### src/rtl/line_fit_check.sv
// Straight-line stream checker: recovers slope/intercept from y = m*x + c samples,
// locks after LOCK_CNT equal first differences and flags deviations. Optional error counter: LINE_FIT_ERRCNT_EN.
module line_fit_check #(
    parameter int W        = 32,
    parameter int LOCK_CNT = 4,
    parameter int CNT_W    = 32
) (
    input  logic             clk,
    input  logic             rst,
    input  logic             ce,
    input  logic             start,
    input  logic [W-1:0]     y_in,
    input  logic             y_valid,
    output logic [W-1:0]     m_est,
    output logic [W-1:0]     c_est,
    output logic             locked,
    output logic             mismatch,
`ifdef LINE_FIT_ERRCNT_EN
    output logic [15:0]      err_cnt,
`endif
    output logic [CNT_W-1:0] sample_cnt
);

    localparam int MW = $clog2(LOCK_CNT + 1);

    typedef enum logic [1:0] {IDLE, FIRST, TRACK, LOCKED} state_t;

    state_t           state, state_n;
    logic [W-1:0]     y_prev, y_prev_n, d_ref, d_ref_n, m_n, c_n;
    logic [W-1:0]     d, lock_c;
    logic [MW-1:0]    match_cnt, match_n, match_inc;
    logic [CNT_W-1:0] cnt_n, cnt_inc;
    logic             locked_n, mismatch_n, accept, restart;
`ifdef LINE_FIT_ERRCNT_EN
    logic [15:0]      err_n;
`endif

    assign accept    = ce & y_valid & ~start;
    assign restart   = ce & start;
    assign d         = y_in - y_prev;
    assign cnt_inc   = sample_cnt + CNT_W'(1);
    assign match_inc = match_cnt + MW'(1);
    // The locking sample sits at x = cnt_inc, so c = y - m*x with m equal to this difference.
    assign lock_c    = y_in - d * W'(cnt_inc);

    always_ff @(posedge clk or posedge rst) begin
        if (rst) begin
            state      <= IDLE;
            y_prev     <= '0;
            d_ref      <= '0;
            match_cnt  <= '0;
            m_est      <= '0;
            c_est      <= '0;
            sample_cnt <= '0;
            locked     <= 1'b0;
            mismatch   <= 1'b0;
`ifdef LINE_FIT_ERRCNT_EN
            err_cnt    <= '0;
`endif
        end else begin
            state      <= state_n;
            y_prev     <= y_prev_n;
            d_ref      <= d_ref_n;
            match_cnt  <= match_n;
            m_est      <= m_n;
            c_est      <= c_n;
            sample_cnt <= cnt_n;
            locked     <= locked_n;
            mismatch   <= mismatch_n;
`ifdef LINE_FIT_ERRCNT_EN
            err_cnt    <= err_n;
`endif
        end
    end

    always_comb begin
        state_n    = state;
        y_prev_n   = y_prev;
        d_ref_n    = d_ref;
        match_n    = match_cnt;
        m_n        = m_est;
        c_n        = c_est;
        cnt_n      = sample_cnt;
        locked_n   = locked;
        mismatch_n = 1'b0;

        if (restart) begin
            state_n  = IDLE;
            y_prev_n = '0;
            d_ref_n  = '0;
            match_n  = '0;
            m_n      = '0;
            c_n      = '0;
            cnt_n    = '0;
            locked_n = 1'b0;
        end else if (accept) begin
            cnt_n    = cnt_inc;
            y_prev_n = y_in;
            case (state)
                IDLE: state_n = FIRST;
                FIRST: begin
                    d_ref_n = d;
                    match_n = MW'(1);
                    if (LOCK_CNT == 1) begin
                        state_n  = LOCKED;
                        m_n      = d;
                        c_n      = lock_c;
                        locked_n = 1'b1;
                    end else begin
                        state_n = TRACK;
                    end
                end
                TRACK: begin
                    if (d == d_ref) begin
                        match_n = match_inc;
                        if (match_inc == MW'(LOCK_CNT)) begin
                            state_n  = LOCKED;
                            m_n      = d;
                            c_n      = lock_c;
                            locked_n = 1'b1;
                        end
                    end else begin
                        d_ref_n = d;
                        match_n = MW'(1);
                    end
                end
                LOCKED: begin
                    // Estimates are kept so the last good line stays visible after a break.
                    if (d != m_est) begin
                        state_n    = TRACK;
                        locked_n   = 1'b0;
                        mismatch_n = 1'b1;
                        d_ref_n    = d;
                        match_n    = MW'(1);
                    end
                end
                default: state_n = IDLE;
            endcase
        end

`ifdef LINE_FIT_ERRCNT_EN
        err_n = err_cnt;
        if (restart)
            err_n = '0;
        else if (mismatch_n && err_cnt != 16'hFFFF)
            err_n = err_cnt + 16'd1;
`endif
    end

endmodule

### config.mk
export PLATFORM = sky130hd
export DESIGN_NAME = line_fit_check
export DESIGN_NICKNAME = d
export VERILOG_FILES = /design/src/rtl/line_fit_check.sv
export SDC_FILE = /design/constraint.sdc
export NUM_CORES = 2
export LEC_CHECK = 0
export ABC_CLOCK_PERIOD_IN_PS = 18300
export CAP_MARGIN = 10
export CORE_UTILIZATION = 25
export DETAILED_ROUTE_END_ITERATION = 10
export PLACE_DENSITY = 0.42
export SLEW_MARGIN = 20
export SYNTH_ARGS = -nofsm -noshare
export SYNTH_HDL_FRONTEND = slang
export SYNTH_SLANG_ARGS = --single-unit
### constraint.sdc
create_clock -name clk -period 18.3 [get_ports clk]
set_input_delay 2.745 -clock clk [delete_from_list [all_inputs] [get_ports clk]]
set_output_delay 2.745 -clock clk [all_outputs]
set_load 0.01 [all_outputs]
# == Yosys cells after proc, flatten, opt, wreduce, memory -nomap -nowiden ==
# Index checks and enable logic that the tools add are counted.
# word_totals
register_bits,167
output_inout_bits,98
elab_cells,80
# classes
addsub,4
n_mul,1
eq_ne,10
mux,40
n_bitwise,4
n_reduce_logical,12
# ops
op,n
2-to-1 mux 32 bit,18
one-hot mux 32 bit (3 select lines),1
subtractor 32 bit,2
adder 32 x 1 -> 32 bit (second input constant),1
== test 32 bit,1
multiplier 32 x 32 -> 32 bit,1
inequality test 32 bit,1
2-to-1 mux 3 bit,4
inequality test 3 bit (second input constant),4
AND reduction 4 bit,3
2-to-1 mux 2 bit,5
2-to-1 mux 1 bit,9
one-hot mux 3 bit (3 select lines),1
one-hot mux 2 bit (4 select lines),1
nonzero test 2 bit,4
AND reduction 5 bit,1
== test 2 bit (second input constant),2
nonzero test 4 bit,1
adder 3 x 1 -> 3 bit (second input constant),1
AND 1 bit,3
== test 3 bit (second input constant),1
AND reduction 3 bit,1
nonzero test 3 bit,1
== test 2 x 1 -> 1 bit (second input constant),1
other kinds (3),3

# == Logic depth before layout (Yosys ltp) ==
# logic_depth
ltp_word,8
ltp_mapped,42
depth_no_buf,41

# == Least setup slack after synthesis ==
# OpenSTA, ideal clock, no wires.
# synth_path
path_kind,input-to-reg
start,input port y_in[0]
end,register c_est[31]
arrival_time_ns,12.137
t_required_ns,18.174
slack_ns,6.037
cell_stages,39
path_buffers,2
cell_sequence,inv_1 -> ha_1 -> inv_1 -> fa_1 -> a211o_1 -> a221o_4 -> a41oi_2 -> a31oi_1 -> xor2_1 -> clkbuf_1 -> buf_1 -> nand2_1 -> fa_1 -> fa_1 -> fa_1 -> inv_1 -> fa_1 -> fa_1 -> (+3 left out) -> inv_1 -> fa_1 -> inv_1 -> ha_1 -> a21oi_1 -> nor2b_1 -> o21ai_0 -> nand2b_1 -> a21o_1 -> or3_1 -> o21ai_0 -> a21oi_1 -> a211oi_1 -> o21ai_0 -> a21oi_1 -> xor2_1 -> mux2_2 -> a221o_1
# synth_between
elab_chain_len,8
word_cells_on_any_way,11
cone_classes,add/sub: 2; mul: 1; eq/ne: 1; mux: 5; reduce/logical: 2
# synth_rtl
element,line_no,text
start: declaration,12,"input logic [W-1:0] y_in,"
subtractor 32 bit,40,assign d = y_in - y_prev;
multiplier 32 x 32 -> 32 bit,44,assign lock_c = y_in - d * W'(cnt_inc);
subtractor 32 bit,44,
2-to-1 mux 32 bit,116,if (match_inc == MW'(LOCK_CNT)) begin
2-to-1 mux 32 bit,114,if (d == d_ref) begin
2-to-1 mux 32 bit,99,case (state)
2-to-1 mux 32 bit,96,end else if (accept) begin
2-to-1 mux 32 bit,87,if (restart) begin
end signal: assignment,66,c_est <= c_n;
end: declaration,15,"output logic [W-1:0] c_est,"
# Parallel ways exist; a longest one is shown, timed or not. The select of a mux whose other input is x is not followed.
# A chain may end at the register's enable or synchronous reset.

# == Final worst setup path ==
# layout_path
start,input port y_in[1]
end,register c_est[31]
# The elaborated chain is that of the path after synthesis.

==> flow_summary.json <==
{
  "p_leak_nw": 14.2,
  "critPathMaxFanout": 18,
  "fp.dieW_um": 333,
  "dr.pass1.iters": 7,
  "start_util_pct": 25.2,
  "vias": 21100,
  "syn_to_final_growth_pct": 14.2,
  "cpPeakStageDelay_ns": 0.93,
  "die_h_um": 333,
  "cpMostUsedCell": "fa_1",
  "clock-root-buffer": "clkbuf_16",
  "multi_input_comb_area_sq_um": 20600,
  "grt_first_pass_wirelength_um": 150000,
  "cts_buffers": 17,
  "powerDensity_nw_per_um2": 131,
  "ys_warn_count": 0,
  "path_buf_inv": 7,
  "ys_seq_area_share_pct": 15.3,
  "report.final.setup_viol": 0,
  "antenna_left": 0,
  "synth.avg_cell_area_sq_um": 8.94,
  "post-dp-hpwl_um": 77400,
  "grt_start_max_net_pins": 107,
  "worst_slew_pin_slew_ns": 1.16,
  "io_pins": 135,
  "async_reset_ff_share_pct": 100,
  "hold_viol_final": 0,
  "fmax_mhz": 74.3,
  "cts_tree": "done",
  "rsz0062_at_grt": "no",
  "fillerInstances": 11600,
  "cts.sinks": 167,
  "syn_area_sq_um": 27400,
  "wl_um": 99500,
  "fin_crit_sh_pct": 73.6,
  "grt_antenna_before_repair": 2,
  "synth_top_area_share_pct": 32.4,
  "synth_fp_nets": 3728,
  "gp_congestion": 0.864,
  "drc": 0,
  "end_kind": "register",
  "cp.arrival_ns": 13.90,
  "skew_ns": 0.0184,
  "drt_iter0_markers": 1394,
  "hp-start": "c_est[13]",
  "cts_setup_buffers": 0,
  "layout.nets": 3811,
  "crit_path_start": "y_in[1]",
  "slowest_stage": "and3_1",
  "clkTransAtPathRegs_ns": 0.08,
  "setup-tns-final_ns": 0,
  "drive_gt1_share_pct": 5.63,
  "finalMaxSlewViolations": 0,
  "grt_overflow": 0,
  "finalPower_mw": 4.09,
  "crit_path_start_kind": "input pin",
  "postSynthCellCount": 3065,
  "post-route-util_pct": 28.8,
  "seq_area_sq_um": 4180,
  "synth_edf_count": 0,
  "clockBufferDepth": 2,
  "path_class": "in2reg",
  "hold_class": "reg2reg",
  "finalInstanceArea_sq_um": 31300,
  "cts_resized": 0,
  "irDropWorstVdd_mv": 0.137,
  "status": "completed",
  "hold_buffers": 0,
  "critPathTopFamily": "adder cells",
  "r2r_start": "y_prev[0]",
  "dpl_cell_area_sq_um": 30600,
  "synth_area_leaders": "fa_1, dfrtp_1, ha_1, inv_1, nand2_1",
  "relSlewSlack_pct": 22.4,
  "synth_top_area_cell": "fa_1",
  "maxCapViolCount": 0,
  "io_buffer_count": 134,
  "ys_ff_latch": 167,
  "core_sq_um": 109000,
  "rows": 121,
  "die_area_sq_um": 111000,
  "period_needed_ns": 13.47,
  "clk_latency_ns": 0.54,
  "worstPathRequired_ns": 18.73,
  "grt.total_usage_pct": 18.5,
  "grt_pass1_vias": 22400,
  "ys.flop_type": "dfrtp_1",
  "cts-htree-levels": 4,
  "ys_types": 86,
  "diodes": 0,
  "viasPerCell": 4.62,
  "wl_per_cell_um": 21.7
}
worst reg2reg max path, delay by kind of cell (launching register included):
family	cells	cell delay [ns]
xor gates and xnor gates	2	0.40
buffers and inverters	6	0.56
DFF	1	0.37
muxes	1	0.35
AOI/OAI and AO/OA	13	3.50
adders and majority gates	11	5.09
and+or+nand+nor	4	0.72
kinds of logic (layout without fill, tap and decap cells):
family | Yosys count | count (layout) | synth area share (%)
AOI/OAI and AO/OA | 348 | 348 | 8.59
xor gates and xnor gates | 223 | 223 | 8.19
adders and majority gates | 626 | 626 | 40.8
buffers and inverters | 725 | 821 | 10.1
DFF | 167 | 167 | 15.3
muxes | 49 | 49 | 1.89
and+or+nand+nor | 927 | 927 | 15.2
per-layer routing:
layer / part of all wire (%) / vias up / routed length, um / GRT usage (%)
li1: - / 9651 / - / -
met1: 47 / 10800 / 46700 / 25.7
met2: 45 / 549 / 44800 / 29.3
met3: 5.2 / 96 / 5210 / 3.23
met4: 2.8 / 0 / 2770 / 5.77
met5: 0 / - / 0 / 0
state kept, by name (all words and copies together), names as in the netlist:
| name | count |
|---|---|
| sample_cnt | 32 |
| match_cnt | 3 |
| locked | 1 |
| c_est | 32 |
| y_prev | 32 |
| mismatch | 1 |
| d_ref | 32 |
| m_est | 32 |
| state | 2 |
final cells by class:
| class | count | area share [%] |
|---|---|---|
| inverters | 584 | 7.03 |
| repair buffers | 205 | 5.99 |
| well taps | 1414 | 5.66 |
| flip-flops and latches | 167 | 13.4 |
| clock buffers | 18 | 1.40 |
| multi-input cells | 2173 | 65.9 |
| clock inverters | 14 | 0.664 |
synthesized netlist by cell type (20+ instances only):
cell      count
inv_1       584
fa_1        444
nand2_1     432
nor2_1      246
ha_1        182
dfrtp_1     167
xnor2_1     144
clkbuf_1    113
o21ai_0     109
a21oi_1      59
xor2_1       57
and2_1       43
nand2b_1     42
a22o_1       41
mux2i_1      28
nand3_1      28
a21o_1       24
nor3_1       22
nand4_1      21
nor2b_1      20
where the power goes:
| group | internal [mW] | switching, mW | total, mW |
|---|---|---|---|
| combinational | 1.34 | 1.88 | 3.22 |
| clock | 0.225 | 0.210 | 0.434 |
| sequential | 0.406 | 0.0309 | 0.437 |
| total | 1.97 | 2.12 | 4.09 |
per-stage QoR:
step           cells  hold slack (ns)  setup slack (ns)
2_1_floorplan   3065            0.450              6.04
3_3_place_gp    4543            0.461              4.41
3_5_place_dp    4543            0.473              4.36
4_1_cts         4575            0.490              4.92
5_1_grt         4575            0.509              4.15
6_report        4575            0.478              4.83
final timing paths:
kind	end	slack (ns)	cells after the start
worst max-delay path	c_est[31]	4.83	38
worst min-delay path	c_est[13]	0.48	2
worst max register to register	c_est[31]	7.23	37
worst min register to register	c_est[13]	0.48	2
max in group asynchronous	c_est[23]	14.15	3
min in group asynchronous	state[0]	2.69	2
layout by cell type (no fill, tap or decap), drive strengths merged, types with 5 or more instances in the layout:
cell type and count:
inv 591, fa 444, nand2 432, nor2 247
ha 182, dfrtp 167, xnor2 148, clkdlybuf4s50 134
o21ai 111, buf 71, a21oi 63, xor2 57
and2 43, nand2b 42, a22o 41, nand3 28
mux2i 28, nor3 25, a21o 24, nand4 21
mux2 21, nor2b 20, clkbuf 18, and3 17
xnor3 16, a211oi 12, nor4 11, o211ai 10
a31oi 10, o21a 9, o31ai 9, or2 9
o21bai 8, o211a 7, and4 7, a211o 6
nor4b 5
Power figures use the tool's default switching activity.
